==> config.mk <==
export PLATFORM = sky130hd
export DESIGN_NAME = ethernet_tx_engine
export DESIGN_NICKNAME = d
export VERILOG_FILES = /design/src/rtl/ethernet_tx_engine.sv
export SDC_FILE = /design/constraint.sdc
export NUM_CORES = 1
export LEC_CHECK = 0
export BUFFER_PORTS_ARGS = -buffer_cell sky130_fd_sc_hd__clkbuf_2
export CORE_UTILIZATION = 34
export DETAILED_ROUTE_END_ITERATION = 6
export SLEW_MARGIN = 20
export SYNTH_ARGS = -nofsm -noshare
export SYNTH_HDL_FRONTEND = slang
export SYNTH_SLANG_ARGS = --single-unit
==> constraint.sdc <==
create_clock -name clk -period 7.36 [get_ports clk]
set_input_delay 1.104 -clock clk [delete_from_list [all_inputs] [get_ports clk]]
set_output_delay 1.104 -clock clk [all_outputs]
set_load 0.02 [all_outputs]
==> src/rtl/ethernet_tx_engine.sv <==
// Frame transmit sequencer: polls TCR, streams the frame buffer into the
// MAC TX SRAM, programs the length and triggers transmission over the bus.
module ethernet_tx_engine #(
    parameter int MAX_LEN  = 1536,
    parameter int POLL_MAX = 1023,
    parameter int BUF_AW   = 10
) (
    input  logic              clk,
    input  logic              rst,
    input  logic              start,
    input  logic [15:0]       frame_len,
    output logic              busy,
    output logic              done,
    output logic              error,
    output logic              err_timeout,
    output logic              buf_rd,
    output logic [BUF_AW-1:0] buf_addr,
    input  logic [15:0]       buf_data,
    output logic [31:0]       m_address,
    output logic              m_write,
    output logic              m_read,
    output logic [31:0]       m_data_wr,
    input  logic [31:0]       m_data_rd,
    input  logic              m_done
);

    localparam logic [15:0] MAX_LEN_W  = 16'(MAX_LEN);
    localparam logic [15:0] POLL_MAX_W = 16'(POLL_MAX);

    typedef enum logic [3:0] {
        IDLE,
        POLL_IDX,
        POLL_RD,
        MWCMD_IDX,
        FETCH,
        CAPTURE,
        DATA_WR,
        LEN_LO_IDX,
        LEN_LO_DAT,
        LEN_HI_IDX,
        LEN_HI_DAT,
        TRIG_IDX,
        TRIG_DAT
    } state_t;

    state_t      state;
    logic [15:0] len_q;
    logic [15:0] poll_cnt;
    logic [15:0] word_cnt;
    logic [15:0] nwords;
    logic [15:0] wdata;
    logic        req;
    logic        fin;
    logic        bad_len;
    logic        op_state;
    logic        op_wr;
    logic        op_addr;
    logic [15:0] op_data;
    logic        unused_rd;

    assign req       = m_write | m_read;
    assign fin       = req & m_done;
    assign nwords    = 16'((17'(len_q) + 17'd1) >> 1);
    assign bad_len   = (frame_len == 16'h0) || (frame_len > MAX_LEN_W);
    assign unused_rd = ^m_data_rd[31:1];

    // Bus operation implied by each state; non-bus states leave op_state low.
    always_comb begin
        op_state = 1'b1;
        op_wr    = 1'b1;
        op_addr  = 1'b0;
        op_data  = 16'h0000;
        case (state)
            POLL_IDX:   op_data = 16'h0002;
            POLL_RD: begin
                op_wr   = 1'b0;
                op_addr = 1'b1;
            end
            MWCMD_IDX:  op_data = 16'h00F8;
            DATA_WR: begin
                op_addr = 1'b1;
                op_data = wdata;
            end
            LEN_LO_IDX: op_data = 16'h00FC;
            LEN_LO_DAT: begin
                op_addr = 1'b1;
                op_data = {8'h00, len_q[7:0]};
            end
            LEN_HI_IDX: op_data = 16'h00FD;
            LEN_HI_DAT: begin
                op_addr = 1'b1;
                op_data = {8'h00, len_q[15:8]};
            end
            TRIG_IDX:   op_data = 16'h0002;
            TRIG_DAT: begin
                op_addr = 1'b1;
                op_data = 16'h0001;
            end
            default:    op_state = 1'b0;
        endcase
    end

    always_ff @(posedge clk) begin
        if (rst) begin
            state       <= IDLE;
            busy        <= 1'b0;
            done        <= 1'b0;
            error       <= 1'b0;
            err_timeout <= 1'b0;
            buf_rd      <= 1'b0;
            buf_addr    <= '0;
            m_address   <= 32'h0;
            m_write     <= 1'b0;
            m_read      <= 1'b0;
            m_data_wr   <= 32'h0;
            len_q       <= 16'h0;
            poll_cnt    <= 16'h0;
            word_cnt    <= 16'h0;
            wdata       <= 16'h0;
        end else begin
            done   <= 1'b0;
            error  <= 1'b0;
            buf_rd <= 1'b0;

            // A request rises one cycle after the state is entered, so the
            // request is always low for at least one cycle between ops.
            if (op_state && !req) begin
                m_write   <= op_wr;
                m_read    <= ~op_wr;
                m_address <= {31'h0, op_addr};
                m_data_wr <= {16'h0, op_data};
            end
            if (fin) begin
                m_write <= 1'b0;
                m_read  <= 1'b0;
            end

            case (state)
                IDLE: begin
                    if (start) begin
                        len_q <= frame_len;
                        if (bad_len) begin
                            error <= 1'b1;
                        end else begin
                            busy        <= 1'b1;
                            err_timeout <= 1'b0;
                            poll_cnt    <= 16'h0;
                            state       <= POLL_IDX;
                        end
                    end
                end
                POLL_IDX: if (fin) state <= POLL_RD;
                POLL_RD: begin
                    if (fin) begin
                        if (!m_data_rd[0]) begin
                            state <= MWCMD_IDX;
                        end else if (poll_cnt == POLL_MAX_W) begin
                            err_timeout <= 1'b1;
                            error       <= 1'b1;
                            busy        <= 1'b0;
                            state       <= IDLE;
                        end else begin
                            poll_cnt <= poll_cnt + 16'd1;
                            state    <= POLL_IDX;
                        end
                    end
                end
                MWCMD_IDX: begin
                    if (fin) begin
                        word_cnt <= 16'h0;
                        buf_rd   <= 1'b1;
                        buf_addr <= '0;
                        state    <= FETCH;
                    end
                end
                FETCH:   state <= CAPTURE;
                CAPTURE: begin
                    wdata <= buf_data;
                    state <= DATA_WR;
                end
                DATA_WR: begin
                    if (fin) begin
                        if (word_cnt + 16'd1 == nwords) begin
                            state <= LEN_LO_IDX;
                        end else begin
                            word_cnt <= word_cnt + 16'd1;
                            buf_rd   <= 1'b1;
                            buf_addr <= BUF_AW'(word_cnt + 16'd1);
                            state    <= FETCH;
                        end
                    end
                end
                LEN_LO_IDX: if (fin) state <= LEN_LO_DAT;
                LEN_LO_DAT: if (fin) state <= LEN_HI_IDX;
                LEN_HI_IDX: if (fin) state <= LEN_HI_DAT;
                LEN_HI_DAT: if (fin) state <= TRIG_IDX;
                TRIG_IDX:   if (fin) state <= TRIG_DAT;
                TRIG_DAT: begin
                    if (fin) begin
                        done  <= 1'b1;
                        busy  <= 1'b0;
                        state <= IDLE;
                    end
                end
                default: begin
                    busy  <= 1'b0;
                    state <= IDLE;
                end
            endcase
        end
    end

endmodule

# == After elaboration in Yosys (flattened, before gate mapping) ==
# Index checks and enable logic that the tools add are counted.
# op_classes
n_mul,0
n_lt_le_gt_ge,1
n_eq_ne,30
addsub,3
n_reduce_logical,19
n_div,0
n_shift,0
n_bitwise,4
muxes,57
# op_table
op,n
2-to-1 mux 16 bit,8
one-hot mux 16 bit (8 select lines),1
one-hot mux 16 bit (2 select lines),2
one-hot mux 4 bit (13 select lines),1
2-to-1 mux 4 bit,12
adder 16 x 1 -> 16 bit (second input constant),2
2-to-1 mux 10 bit,3
inequality test 2 bit (second input constant),15
2-to-1 mux 1 bit,23
== test 4 bit (second input constant),5
one-hot mux 10 bit (2 select lines),1
OR reduction 10 bit,2
adder 16 x 1 -> 17 bit (second input constant),1
== test 16 x 10 -> 1 bit (second input constant),1
== test 16 bit,1
== test 4 x 3 -> 1 bit (second input constant),4
greater-than comparator 16 x 11 -> 1 bit (second input constant),1
zero test 16 bit,1
AND reduction 12 bit,1
AND reduction 6 bit,2
== test 4 x 2 -> 1 bit (second input constant),2
AND reduction 7 bit,1
one-hot mux 1 bit (2 select lines),3
OR reduction 2 bit,3
other kinds (15),18
# totals
word_cells,129
inputBits,68
ramBits,0
latch_bits,0
regBits,102
mem_bits_ro,0
memories,0

# == Depth between registers and ports, before layout ==
# Gate-level depths: netlist of the first run.
# depth
ltp_word,5
depth_mapped,11
ltp_nobuf,9

# == Least setup slack after synthesis of the first run ==
# OpenSTA, ideal clock, no wires.
# synth_timing
path_kind,in2reg
start,input frame_len[5]
end,register poll_cnt[13]
setup_slack_ns,4.291
cell_stages,10
t_required_ns,7.232
t_arrival_ns,2.941
setup_ns,0.128
n_path_buf,2
path_cell_list,nor4_1 > a31o_2 > nand4_1 > a21oi_1 > and3_1 > buf_2 > buf_1 > nand4_1 > xnor2_1 > nor2_1
# synth_via
elab_chain_len,4
# synth_rtl
element,line,source
"start, declared",11,"input logic [15:0] frame_len,"
greater-than comparator 16 x 11 -> 1 bit / zero test 16 bit (equally long branches),64,assign bad_len = (frame_len == 16'h0) || (frame_len > MAX_LEN_W);
logical OR 1 bit *,64,
inequality test 2 bit (no source line) *,--,
AND reduction 6 bit (no source line) *,--,
"end signal, assigned",163,poll_cnt <= poll_cnt + 16'd1;
"end, declared",48,logic [15:0] poll_cnt;
# Every way passes the cells marked *; elsewhere a longest branch is shown, timed or not.
# A chain may end at the register's enable or synchronous reset.

# == Worst setup path after layout of the first run ==
# layout_timing
start,register len_q[1]
end,register word_cnt[9]
# layout_via
elab_chain_len,4
# layout_rtl
element,line,source
"start, declared",47,logic [15:0] len_q;
"start signal, assigned",141,len_q <= frame_len;
adder 16 x 1 -> 17 bit,63,assign nwords = 16'((17'(len_q) + 17'd1) >> 1);
== test 16 bit,183,if (word_cnt + 16'd1 == nwords) begin
inequality test 2 bit (no source line),--,
AND reduction 4 bit (no source line),--,
"end signal, assigned",186,word_cnt <= word_cnt + 16'd1;
"end, declared",49,logic [15:0] word_cnt;
# Every way passes these cells.

==> flow_metrics.tcl, run 1 <==
set metrics [dict create \
    netlist_top_cells_count "nand2_1 (102), dfxtp_1 (92), a21oi_1 (58), buf_4 (58), nor2_1 (54)" \
    cts_inserted_buffers 9 \
    grt_antenna_before_repair 0 \
    die-width_um 129 \
    clk_pin_slew_ns 0.07 \
    slew-limit-headroom 0.486 \
    cp_slowest_cell "a21oi_2" \
    leakage_nw 2.38 \
    cts_hold_buffers 0 \
    overflow 0 \
    port_buffers 70 \
    irDropWorstVdd_uv 125 \
    io_pins 149 \
    power_switching_uw 268 \
    n_antenna_cell 0 \
    ant_nets 0 \
    synth.ff_latch_count 92 \
    crit_path_end_kind "flop" \
    cts_tree "built" \
    firstDrtPassIters 5 \
    hpwlAfterDp_um 9910 \
    drc 0 \
    status "finished clean" \
    vias 4775 \
    hold_class "flop to flop" \
    grt_max_degree 42 \
    cts_setup_buffers 0 \
    yosysTopAreaCellShare 0.337 \
    synth_cell_types 68 \
    path_cells "ha_1 -> and3_1 -> xnor3_1 -> nor4_1 -> nand3_1 -> nor3_1 -> o2111ai_2 -> a21oi_2 -> mux2_2" \
    clkLatencyLatePin_ns 0.35 \
    cellPowerDensity_nw_per_um2 172 \
    cp_max_fo 11 \
    multiInputGateArea_um2 3160 \
    syn_avg_cell_area_um2 7.89 \
    cts.path.max_buffers 2 \
    synthFlopType "dfxtp_1" \
    synth_top_area_cell "dfxtp_1" \
    cts_resized 0 \
    grt_pass1_wl_um 22200 \
    place_ws_ns 3.49 \
    power_frac_seq 0.506 \
    regArea_um2 1840 \
    cts.sink_count 92 \
    crit_type "flop to flop" \
    via_per_inst 5.05 \
    final_nets 797 \
    whs_ns 0.453 \
    grt_pass1_vias 4359 \
    post-synth-top-count-cell "nand2_1" \
    core_area_um2 15800 \
    p_total_mw 1.03 \
    die_y_um 129 \
    async_flop_share 0 \
    htreeDepth 3 \
    rows 46 \
    worstPathArrival_ns 3.78 \
    grt_util_all_layers 0.171 \
    fin_crit_ns 3.55 \
    wirelength_um 13800 \
    netlist_instances 694 \
    worst_pin_slew_ns 0.770 \
    maxCapViolCount 0 \
    drive_gt1_frac 0.155 \
    p_sw_frac 0.261 \
    fin_util 0.377 \
    wire_per_inst_um 14.6 \
    timing.final.crit_share 0.482 \
    die_area_um2 16600 \
    setup_ws_ns 3.81 \
    ys_top_cells_by_area "dfxtp_1 (34%), buf_4 (8.0%), nand2_1 (7.0%)" \
    drv_slew 0 \
    slowest_delay_ns 0.61 \
    critPathLaunchType "flop" \
    worst_ep_required_time_ns 7.60 \
    drtIter0Drc 286 \
    pwr-share-comb 0.084 \
    synth-edff-count 0 \
    synth_area_um2 5470 \
    fin_worst_skew_ns 0.00741 \
    initial_utilization 0.347 \
    final-setup-viol-count 0 \
    internal_power_uw 758 \
    rsz0062_at_grt "no" \
    syn_to_final_growth_pct 8.73 \
    power_frac_clock 0.410 \
    seq_area_frac_synth 0.337 \
    hold_violations 0 \
    cts_root_buffer "clkbuf_16" \
    fin_setup_tns_ns 0 \
    place.gp.congestion 0.852 \
    fmax_mhz 282 \
    ys.warnings.count 0 \
    nFillCells 1675 \
]
routing by layer:
layer | global-route usage | up-vias | share of wire
met3 | 0.0403 | 16 | 0.047
met1 | 0.212 | 2237 | 0.45
met5 | 0 | - | 0
li1 | - | 2394 | -
met4 | 0.0457 | 0 | 0.013
met2 | 0.296 | 128 | 0.49
flip-flops by register name, indices dropped and copies added (netlist names), 4 cells and up:
| name | cells |
|---|---|
| len_q | 16 |
| m_data_wr | 16 |
| poll_cnt | 16 |
| wdata | 16 |
| buf_addr | 9 |
| word_cnt | 7 |
| state | 4 |
cells in the final DEF (no fill, tap or decap), types with 4 or more instances in the layout:
cell type    n
dfxtp_1     92
nor3_1      21
clkbuf_2    70
xnor3_1      4
nor2_1      54
clkbuf_16    9
a21o_1       5
a22o_1       6
and3_1      15
nand3b_1     4
o21ai_0     18
a31oi_1      5
nor2b_1      9
nand2_1    102
xnor2_1     22
inv_1       11
a21oi_1     58
nand4_1     17
nand3_1     36
a22oi_1      4
conb_1      47
nor4_1      10
o31ai_1      6
buf_4        4
and2_1       6
xor2_1      23
cell families (layout without fill, tap and decap cells):
logic type	Yosys count	in the layout	share of synthesized area
buf+inv	110	99	0.119
other cells	1	47	0.000685
flops	92	92	0.337
simple gates	299	299	0.276
compound gates	134	134	0.160
fa+ha+maj	3	3	0.00686
mux	6	6	0.0130
xor+xnor	49	49	0.0885
through the flow:
step	instance area (µm²)	cells
after floorplan	5650	740
after global placement	5690	931
after detailed placement	5690	931
after CTS	5950	945
after global routing	5950	945
final	5950	945
power groups by stage:
stage | clock network [mW] | registers (mW) | logic, mW
3_5_place_dp | 0 | 0.530 | 0.0859
6_report | 0.421 | 0.519 | 0.0862
4_1_cts | 0.432 | 0.519 | 0.0862
5_1_grt | 0.451 | 0.519 | 0.0958
3_3_place_gp | 0 | 0.530 | 0.0857
2_1_floorplan | 0 | 0.525 | 0.0831
critical path, delay by kind of cell (launching register included):
| kind | cells | cell delay [ns] |
|---|---|---|
| compound gates | 2 | 0.86 |
| xor+xnor | 1 | 0.35 |
| fa+ha+maj | 1 | 0.27 |
| flops | 1 | 0.54 |
| mux | 1 | 0.40 |
| simple gates | 4 | 1.01 |
worst paths after layout:
check	startpoint	to	slack, ns	depth (start not counted)
min reg2reg	m_data_wr[12]$_SDFFE_PP0P_	m_data_wr[12]$_SDFFE_PP0P_	0.45	2
max reg2reg	len_q[1]$_SDFFE_PP0P_	word_cnt[9]$_SDFFE_PP0P_	3.81	9
min	m_data_wr[12]$_SDFFE_PP0P_	m_data_wr[12]$_SDFFE_PP0P_	0.45	2
max	len_q[1]$_SDFFE_PP0P_	word_cnt[9]$_SDFFE_PP0P_	3.81	9
final cells by class:
type | instances | area share
clock inverter | 3 | 0.00421
multi-input combinational | 538 | 0.531
timing repair buffer | 74 | 0.0639
sequential | 92 | 0.310
tap | 216 | 0.0454
inverter | 11 | 0.00694
clock buffer | 11 | 0.0391
No activity file was read; power rests on OpenSTA's default activity.
==> run 2: changes to the inputs <==
clock period = 2.9 ns   (was 7.36 ns; I/O delays follow)
==> flow_metrics.tcl, run 2 (synthesis results as in run 1) <==
set metrics [dict create \
    status "finished clean" \
    grt_pass1_wl_um 22300 \
    power_switching_uw 720 \
    leakage_nw 2.59 \
    initial_utilization 0.347 \
    port_buffers 70 \
    worst_ep_required_time_ns 3.14 \
    die_area_um2 16600 \
    place.gp.congestion 0.926 \
    p_sw_frac 0.251 \
    core_area_um2 15800 \
    final_cell_area_um2 6300 \
    wire_per_inst_um 14.3 \
    die-width_um 129 \
    clk_pin_slew_ns 0.07 \
    grt_max_degree 37 \
    maxUsedRoutingLayer "met4" \
    layout_common_cells "nand2_1 (102), dfxtp_1 (88), clkbuf_2 (70)" \
    cts.sink_count 92 \
    pwr-share-comb 0.084 \
    ant_nets 0 \
    power_frac_clock 0.460 \
    final_nets 829 \
    rsz0062_at_grt "no" \
    irDropWorstVdd_uv 327 \
    drive_gt1_frac 0.206 \
    routed-wl-met3_um 531 \
    internal_power_mw 2.15 \
    drc 0 \
    worst_pin_slew_ns 0.925 \
    firstDrtPassIters 5 \
    drtIter0Drc 268 \
    nFillCells 1671 \
    die_y_um 129 \
    syn_to_final_growth_pct 15.1 \
    crit_path_end_kind "flop" \
    setup_ws_ns 0.156 \
    hpwlAfterDp_um 10400 \
    cts_root_buffer "clkbuf_16" \
    fmax_mhz 364 \
    multiInputGateArea_um2 3190 \
    fin_crit_ns 2.74 \
    power_frac_seq 0.456 \
    slew-limit-headroom 0.377 \
    fin_worst_skew_ns 0.00626 \
    maxCapViolCount 0 \
    cp_max_fo 4 \
    crit_type "flop to flop" \
    place_area_um2 5930 \
    overflow 0 \
    via_per_inst 4.96 \
    hold_class "primary input to flop" \
    grt_pass1_vias 4413 \
    rows 46 \
    critPathLaunchType "flop" \
    grt_antenna_before_repair 0 \
    worstPathArrival_ns 2.98 \
    cellPowerDensity_nw_per_um2 455 \
    clkLatencyLatePin_ns 0.35 \
    n_antenna_cell 0 \
    htreeDepth 3 \
    drt-met1-wl_um 6320 \
    fin_setup_tns_ns 0 \
    hold_violations 0 \
    drv_slew 0 \
    vias 4855 \
    grt_util_all_layers 0.173 \
    timing.final.crit_share 0.946 \
    cts_tree "built" \
    place_ws_ns 0.0671 \
    regArea_um2 1850 \
    wl_met2_um 6970 \
    io_pins 149 \
    final-setup-viol-count 0 \
    wirelength_um 14000 \
    cts.path.max_buffers 2 \
    final_common_cell "nand2_1" \
    cts_inserted_buffers 9 \
]
## run 2: cell count changes in the layout (fill, tap and decap cells not counted), sizes merged
| cell | previous run | this run |
|---|---|---|
| clkinvlp | 1 | 0 |
| clkbuf | 81 | 80 |
| bufinv | 0 | 2 |
| inv | 12 | 14 |
| buf | 4 | 36 |
## run 2: worst paths after layout
check / startpoint / end / slack (ns) / cells after the start
setup reg to reg: len_q[0]$_SDFFE_PP0P_ / word_cnt[9]$_SDFFE_PP0P_ / 0.16 / 9
setup / recovery: len_q[0]$_SDFFE_PP0P_ / word_cnt[9]$_SDFFE_PP0P_ / 0.16 / 9
hold / removal: buf_data[2] / wdata[2]$_SDFFE_PP0P_ / 0.29 / 3
hold reg to reg: m_data_wr[13]$_SDFFE_PP0P_ / m_data_wr[13]$_SDFFE_PP0P_ / 0.45 / 2
## run 2: layout make-up
class / count / area share
Multi-Input combinational cell: 538 / 0.506
Sequential cell: 92 / 0.293
Timing Repair Buffer: 106 / 0.0985
Tap cell: 216 / 0.0429
Clock buffer: 10 / 0.0379
Clock inverter: 6 / 0.0149
Inverter: 11 / 0.00656
## run 2: metrics by stage
stage	hold slack, ns	power, mW	util	instances
floorplan	0.437	1.54	-	740
global placement	0.442	1.57	0.376	962
detailed placement	0.449	1.57	0.376	962
CTS	0.287	2.90	0.397	978
global route	0.304	2.97	0.399	979
finish	0.290	2.87	0.399	979
## run 2: power groups by stage
stage,clock network [mW],logic [mW],registers [mW]
detailed placement,0,0.238,1.34
global placement,0,0.238,1.34
finish,1.32,0.240,1.31
CTS,1.35,0.239,1.31
floorplan,0,0.211,1.33
global route,1.40,0.264,1.31
## run 2: routing by layer
layer / up-vias / global-route usage
met1: 2281 / 0.216
met2: 103 / 0.298
met5: - / 0
li1: 2460 / -
met4: 0 / 0.0478
met3: 11 / 0.0407
## run 2: worst max-delay path: stages (launching register included)
cell and delay (ns):
dfxtp_1 0.33, ha_1 0.21, and3_1 0.28, xnor3_1 0.34, nor4_1 0.26, nand3_1 0.15, nor3_2 0.24, o2111ai_2 0.19
a21oi_4 0.27, mux2_2 0.37
## run 2: repair_timing
item | CTS | global route
hold buffers | 0 | 0
endpoints found under the setup margin | 0 | 16
resized for setup | 0 | 9
setup buffers | 0 | 1
